$ cat src/rtl/counter_pkg.sv
// Shared definitions for the cascaded mod-M counter: direction encodings and a
// digit-width helper that never returns zero, even for M=2.
// No ports; imported by modm_digit and modm_cascade_counter.
package counter_pkg;

  localparam logic DIR_UP   = 1'b1;
  localparam logic DIR_DOWN = 1'b0;

  // Smallest W with 2**W >= m, but at least 1 so a mod-2 digit still has a bit.
  function automatic int clog2_safe(input int m);
    int r;
    int v;
    r = 0;
    v = 1;
    while (v < m) begin
      v = v * 2;
      r = r + 1;
    end
    if (r < 1) r = 1;
    return r;
  endfunction

endpackage

$ cat src/rtl/modm_digit.sv
// Single mod-M digit register with up/down count, sync clear and clamped load.
// Ports: clk/rstb, cin (count this edge), up, clr, load, ld_val -> d (digit),
//        term (digit at its wrap value for the current direction), cout = cin & term.
module modm_digit
  import counter_pkg::*;
#(
  parameter int M = 10,
  parameter int W = clog2_safe(M)
) (
  input  logic         clk,
  input  logic         rstb,
  input  logic         cin,
  input  logic         up,
  input  logic         clr,
  input  logic         load,
  input  logic [W-1:0] ld_val,
  output logic [W-1:0] d,
  output logic         term,
  output logic         cout
);

  localparam logic [W-1:0] D_MAX  = W'(M - 1);
  localparam logic [W-1:0] D_ZERO = '0;
  localparam logic [W-1:0] D_ONE  = W'(1);

  logic [W-1:0] d_q;
  logic [W-1:0] d_d;

  // Terminal value depends on direction, so term follows up combinationally.
  always_comb begin
    term = (up == DIR_UP) ? (d_q == D_MAX) : (d_q == D_ZERO);
  end

  assign cout = cin & term;
  assign d    = d_q;

  always_comb begin
    d_d = d_q;
    if (clr) begin
      d_d = D_ZERO;
    end else if (load) begin
      // Out-of-range load values (only possible when M is not a power of 2)
      // saturate so the digit never leaves 0..M-1.
      d_d = (ld_val > D_MAX) ? D_MAX : ld_val;
    end else if (cin) begin
      if (up == DIR_UP) begin
        d_d = term ? D_ZERO : d_q + D_ONE;
      end else begin
        d_d = term ? D_MAX : d_q - D_ONE;
      end
    end
  end

  always_ff @(posedge clk or negedge rstb) begin
    if (!rstb) begin
      d_q <= D_ZERO;
    end else begin
      d_q <= d_d;
    end
  end

endmodule

$ cat src/rtl/modm_cascade_counter.sv
// Chain of STAGES mod-M digits with up/down count, clear, load, carry ticks and sticky wrap flag.
// Ports: clk/rstb, clr, load, load_val, en, up -> q (packed digits, stage 0 = LS),
//        stage_tick (per-stage wrap this edge), max_tick (chain wrap this edge), wrap_flag.
module modm_cascade_counter
  import counter_pkg::*;
#(
  parameter int M      = 10,
  parameter int STAGES = 4,
  parameter int W      = clog2_safe(M)
) (
  input  logic                clk,
  input  logic                rstb,
  input  logic                clr,
  input  logic                load,
  input  logic [STAGES*W-1:0] load_val,
  input  logic                en,
  input  logic                up,
  output logic [STAGES*W-1:0] q,
  output logic [STAGES-1:0]   stage_tick,
  output logic                max_tick,
  output logic                wrap_flag
);

  // carry[i] means stage i advances on the coming edge; carry[STAGES] is the
  // whole-chain wrap. clr/load kill the chain at its root.
  logic [STAGES:0]   carry;
  logic [STAGES-1:0] term;
  logic              wrap_q;
  logic              wrap_d;

  assign carry[0] = en & ~clr & ~load;

  for (genvar i = 0; i < STAGES; i++) begin : g_stage
    modm_digit #(
      .M (M),
      .W (W)
    ) u_digit (
      .clk    (clk),
      .rstb   (rstb),
      .cin    (carry[i]),
      .up     (up),
      .clr    (clr),
      .load   (load),
      .ld_val (load_val[i*W +: W]),
      .d      (q[i*W +: W]),
      .term   (term[i]),
      .cout   (carry[i+1])
    );
  end

  assign stage_tick = carry[STAGES-1:0] & term;
  assign max_tick   = carry[STAGES];

  always_comb begin
    wrap_d = wrap_q;
    if (clr || load) begin
      wrap_d = 1'b0;
    end else if (max_tick) begin
      wrap_d = 1'b1;
    end
  end

  always_ff @(posedge clk or negedge rstb) begin
    if (!rstb) begin
      wrap_q <= 1'b0;
    end else begin
      wrap_q <= wrap_d;
    end
  end

  assign wrap_flag = wrap_q;

endmodule

$ cat config.mk
export PLATFORM = sky130hd
export DESIGN_NAME = modm_cascade_counter
export DESIGN_NICKNAME = d
export VERILOG_FILES = /design/src/rtl/counter_pkg.sv /design/src/rtl/modm_digit.sv /design/src/rtl/modm_cascade_counter.sv
export SDC_FILE = /design/constraint.sdc
export NUM_CORES = 1
export LEC_CHECK = 0
export ABC_AREA = 1
export CORE_MARGIN = 5
export CORE_UTILIZATION = 30
export CTS_CLUSTER_DIAMETER = 30
export CTS_CLUSTER_SIZE = 8
export DETAILED_ROUTE_END_ITERATION = 6
export GPL_TIMING_DRIVEN = 0
export PLACE_DENSITY = 0.55
export SLEW_MARGIN = 20
export SYNTH_ARGS = -nofsm -noshare
export SYNTH_HDL_FRONTEND = slang
export SYNTH_SLANG_ARGS = --single-unit
$ cat constraint.sdc
create_clock -name clk -period 4 [get_ports clk]
set_input_delay 0.4 -clock clk [delete_from_list [all_inputs] [get_ports clk]]
set_output_delay 0.4 -clock clk [all_outputs]
set_load 0.03 [all_outputs]
Word-level counts from Yosys, hierarchy flattened

Cells that the tools add are included.

$add $sub $neg: 8
Order comparisons: 4
Equality and inequality tests: 4
Muxes and demuxes: 34
Bitwise operators: 9
Reduce and logical (&&, ||, !) cells: 10

Operators with widths:

| kind                                              | count |
|---|---|
| two-way mux 4 bit                                 | 28 |
| adder 4 x 1 -> 4 bit (second input constant)      | 4 |
| equality test 4 bit (second input constant)       | 4 |
| > comparator 4 bit (second input constant)        | 4 |
| zero test 4 bit                                   | 4 |
| subtractor 4 x 1 -> 4 bit (second input constant) | 4 |
| nonzero test 3 bit                                | 4 |
| AND 1 bit                                         | 6 |
| two-way mux 1 bit                                 | 6 |
| AND 4 bit                                         | 1 |
| inverter 1 bit                                    | 2 |
| nonzero test 2 bit                                | 1 |
| logical OR 1 bit                                  | 1 |

Register bits: 17
Input port bits: 22
Output and inout port bits: 22

Depth between registers and ports, before layout

Depth in word-level cells: 9
Depth in mapped cells: 11

Modules after synthesis

From an unflattened synthesis, not the netlist that was laid out.

Cell total of the unflattened synthesis: 312
Area, all modules: 1856.8 µm²

Modules (own cells, without submodules):

| module                               | times used | cells an instance | area an instance (µm²) | seq. area each (µm²) |
|---|---|---|---|---|
| modm_digit at g_stage[1].u_digit ... | 3          | 74                | 439.2                  | 100.1 |
| modm_digit at g_stage[0].u_digit     | 1          | 75                | 454.2                  | 100.1 |
| modm_cascade_counter                 | 1          | 15                | 85.1                   | 25.0 |

Least setup slack after synthesis

No wires, ideal clock.

Path kind: register -> output
Start: reg g_stage[0].u_digit.d_q[0]
End: out stage_tick[3]
Data arrival time: 1.867 ns
Required time: 3.600 ns
Path slack: 1.733 ns
Stages on the path, launching flop included: 12
Buffers on the path: 1
Cells stage by stage: dfrtp_1 inv_1 ha_1 inv_1 nor2_1 nand2_1 nand2_4 nand3_4 nor2_4 nand2_2 inv_1 buf_4

Word-level cells in the longest chain between the ends: 6

Ends and longest elaborated chain:

| item                                                          | line                       | RTL |
|---|---|---|
| start: declaration                                            | modm_digit.sv:26           | `logic [W-1:0] d_q;` |
| start signal: assignment                                      | modm_digit.sv:56           | `d_q <= D_ZERO;` |
| start signal: assignment                                      | modm_digit.sv:58           | `d_q <= d_d;` |
| equality test 4 bit / zero test 4 bit (equally long branches) | modm_digit.sv:31           | `term = (up == DIR_UP) ? (d_q == D_MAX) : (d_q == D_ZERO);` |
| two-way mux 1 bit (*)                                         | modm_digit.sv:31           |  |
| AND 1 bit (*) (3 in a row)                                    | modm_digit.sv:34           | `assign cout = cin & term;` |
| net g_stage[2].u_digit.cout                                   | modm_digit.sv:19           | `output logic cout` |
| AND 4 bit (*)                                                 | modm_cascade_counter.sv:51 | `assign stage_tick = carry[STAGES-1:0] & term;` |
| end: declaration                                              | modm_cascade_counter.sv:19 | `output logic [STAGES-1:0] stage_tick,` |

The timed path passes the listed nets; every way through them passes the cells marked *.

Worst setup path after layout

Start: in up
End: out stage_tick[3]

Word-level cells in the longest chain between the ends: 5

Ends and longest elaborated chain:

| item                        | line                       | RTL |
|---|---|---|
| start: declaration          | modm_cascade_counter.sv:17 | `input logic up,` |
| two-way mux 1 bit           | modm_digit.sv:31           |  |
| AND 1 bit (2 in a row)      | modm_digit.sv:34           |  |
| AND 1 bit (*)               | modm_digit.sv:34           |  |
| net g_stage[2].u_digit.cout | modm_digit.sv:19           |  |
| AND 4 bit (*)               | modm_cascade_counter.sv:51 |  |

Marks and branches as above.

==> summary.txt <==
Cells and area
  – Non-Filler Instances: 403
  – Share of post-route cells with drive strength above 1: 9.146%
  – Area Growth Syn to Fin: 30.66%
  – Fin nets: 363
  – Area taken by multi-input logic gates: 1134 um2
  – Fillers: about 630
  – Post-Route Utilization: 40.01%
  – # diodes: 0
  – Seq. cell area: 425.4 um2

Routing
  – Routed len/inst: 12.11 um
  – Avg Vias per Cell: 4.715
  – Post-route ant nets: 0
  – Drt drc: 0
  – DR iter-0 viols: slightly above 90
  – Overall routed net length: 4879 um
  – M1 WL: 2311 um
  – Met2 wire length: roughly 2300 um
  – Vias after detailed routing: 1900
  – Routed wl met3: 290 um
  – DR pass1 iterations: 4
  – Uppermost routed layer: met4

Placement
  – Placed insts: 399
  – RePlAce Congestion: 0.8140
  – Hpwl dp: 3849 um
  – I/O Buffers: 41

Power
  – Worst ir drop on vdd: 0.1525 mV
  – Total power: 0.6491 mW
  – Leakage power: about 1.2 nW
  – Power per cell area: 277.3 nW/um2

Run status
  – Status: completed

Setup path
  – Crit end category: output port
  – Worst Path Required: 3600 ps
  – Critical-path cell list: clkdlybuf4s50_1 -> buf_6 -> nand4_4 -> nand2_4 -> nand3_4 -> nor2_4 -> nand2_2 -> inv_1 -> buf_4 -> clkdlybuf4s50_1
  – Critical-path top delay cell: clkdlybuf4s50_1
  – Crit path largest cell delay: 650 ps
  – Crit path top cell by count: clkdlybuf4s50_1
  – CP Data Arrival Time: 2550 ps
  – Critical path type: in -> out
  – Critical Path Start Type: input pin
  – Crit Path Max Fanout: 10

GRT
  – Total GRT Usage: 13.54%
  – First-pass GRT wire length: 8328 um
  – Largest net degree at the start of global routing: 18
  – Initial antenna violation count: 0
  – Grt total ovfl: 0
  – Vias in the first global route: 1773

Synthesis
  – Library cells used by synthesis: 28
  – Largest area contributor in the netlist: dfrtp_1
  – Mapped Nets: 317
  – Mean Syn Cell Area: 6.331 um2
  – Sequential area share after synthesis: 23.74%
  – Yosys warns: 0
  – Yosys top cell area share: 23.74%
  – Mapped cell area: 1792 um2
  – Yosys reg bits: 17
  – Mapped Cells: 283
  – Synth top area cells: dfrtp_1 (24%), nand2_1 (17%), nand3_1 (8.7%), ha_1 (8.4%), inv_1 (7.5%)

Die
  – Row count: 28
  – IO Count: 44
  – Chip height: 87.28 um
  – Core area: around 6000 um2
  – Die W: 87.28 um
  – Initial Utilization: between 30% and 40%
  – Total Die Area: 7618 um2

Clock network
  – Clock buffer count from CTS: 3
  – Clk Latency, worst-skew pair: 260 ps
  – CTS tree: done
  – CTS resizes: 0
  – CTS sink cnt: 17
  – Post-CTS setup buffer count: 0
  – Clk slew on worst S/H paths: 70 ps
  – Max clock buf depth: 2
  – CTS Hold Bufs: 0
  – Root Driver: clkbuf_8
  – H-tree lvl count: 1

Timing
  – Hold_ws: about 530 ps
  – Fmax: 338.7 MHz
  – Count of pins over their slew limit: 0
  – Final worst-path cycle share: 73.81%
  – Setup TNS: 0 ps
  – Final-report setup violation count: 0
  – Final Skew: 1.339 ps
  – RSZ-0062 raised after global routing: no
  – Rel. slew slack: 45.36%
  – Min Tclk post-route: 2952 ps
  – Tightest Pin Transition: 817.0 ps
  – Final Hold Viols: 0

Min path
  – HP Class: reg -> reg

Flow run
  – Max Cap Viol: 0
[metrics by stage]
step                cell area (um2)  setup slack, ps
floorplan                      1792             1733
global placement               2296             1015
detailed placement             2296             1011
CTS                            2341             1006
global route                   2341            865.0
finish                         2341             1048
[cell usage after synthesis, drive strengths merged]
master and instances:
a21oi 16, o21ai 27, ha 12, nand3 32
inv 39, nand4 6, and2 1, nand2 87
o21a 1, buf 10, clkbuf 2, dfrtp 17
xor2 4, nor2 26, xnor2 1, nor3 2
[final timing paths]
path                                              start  slack (ps)  cells past startpoint                 endpoint
worst max-delay path                                 up        1050                     10            stage_tick[3]
worst min-delay path                          wrap_flag         530                      2                wrap_flag
worst max register to register  g_stage[1].u_digit.d[0]        2280                     11  g_stage[3].u_digit.d[0]
worst min register to register                wrap_flag         530                      2                wrap_flag
max in group asynchronous                          rstb        2880                      1  g_stage[2].u_digit.d[0]
min in group asynchronous                          rstb         610                      1  g_stage[3].u_digit.d[1]
[sequential cells by signal, summed over array words and instances (netlist names)]
| signal | cells |
|---|---|
| g_stage.u_digit.d | 16 |
| wrap_flag | 1 |
[cell type report]
| cell class | instances | share of cell area (%) |
|---|---|---|
| buffer | 12 | 3.688 |
| clock buffer | 4 | 1.924 |
| inverter | 39 | 6.253 |
| multi-input combinational | 215 | 48.42 |
| sequential | 17 | 18.17 |
| tap | 75 | 4.009 |
| timing repair buffer | 41 | 17.53 |
[cell families after synthesis]
logic type / Yosys count / synth area share, %
AOI/OAI and AO/OA: 44 / 13.48
and+or+nand+nor: 154 / 38.97
buffers and inverters: 51 / 12.99
DFF: 17 / 23.74
xor gates and xnor gates: 5 / 2.444
adders and majority gates: 12 / 8.380
[layout by cell type (no fill, tap or decap)]
cell and count:
nand4_4 1, inv_2 3, nand3_1 31, o21ai_0 23
buf_6 3, and2_4 1, ha_1 12, nor2_2 3
buf_4 4, dfrtp_1 17, nor3_1 2, nor2_1 22
nand3_4 1, nand4_1 5, buf_2 3, xor2_1 4
clkdlybuf4s50_1 41, o21ai_4 1, nand2_4 1, inv_1 36
nor2_4 1, a21oi_2 2, o21a_1 1, a21oi_1 14
nand2_2 3, xnor2_1 1, clkbuf_1 3, clkbuf_8 3
nand2_1 83, o21ai_1 3
[critical path, delay by kind of cell]
| family | cells | cell delay, ps |
|---|---|---|
| simple gates | 5 | 590 |
| buf+inv | 5 | 1560 |
[per-layer routing]
metal,up-vias,track usage [%]
met5,-,0
met4,0,1.255
met3,2,3.027
met2,54,22.47
met1,856,18.57
li1,988,-
[power breakdown]
part           leakage (nW)  switching [mW]  total, mW  internal [mW]
registers             0.221          0.0305      0.220          0.190
logic                 0.913           0.173      0.293          0.121
clock network        0.0228          0.0647      0.136         0.0709
No activity file was read; power rests on OpenSTA's default activity.
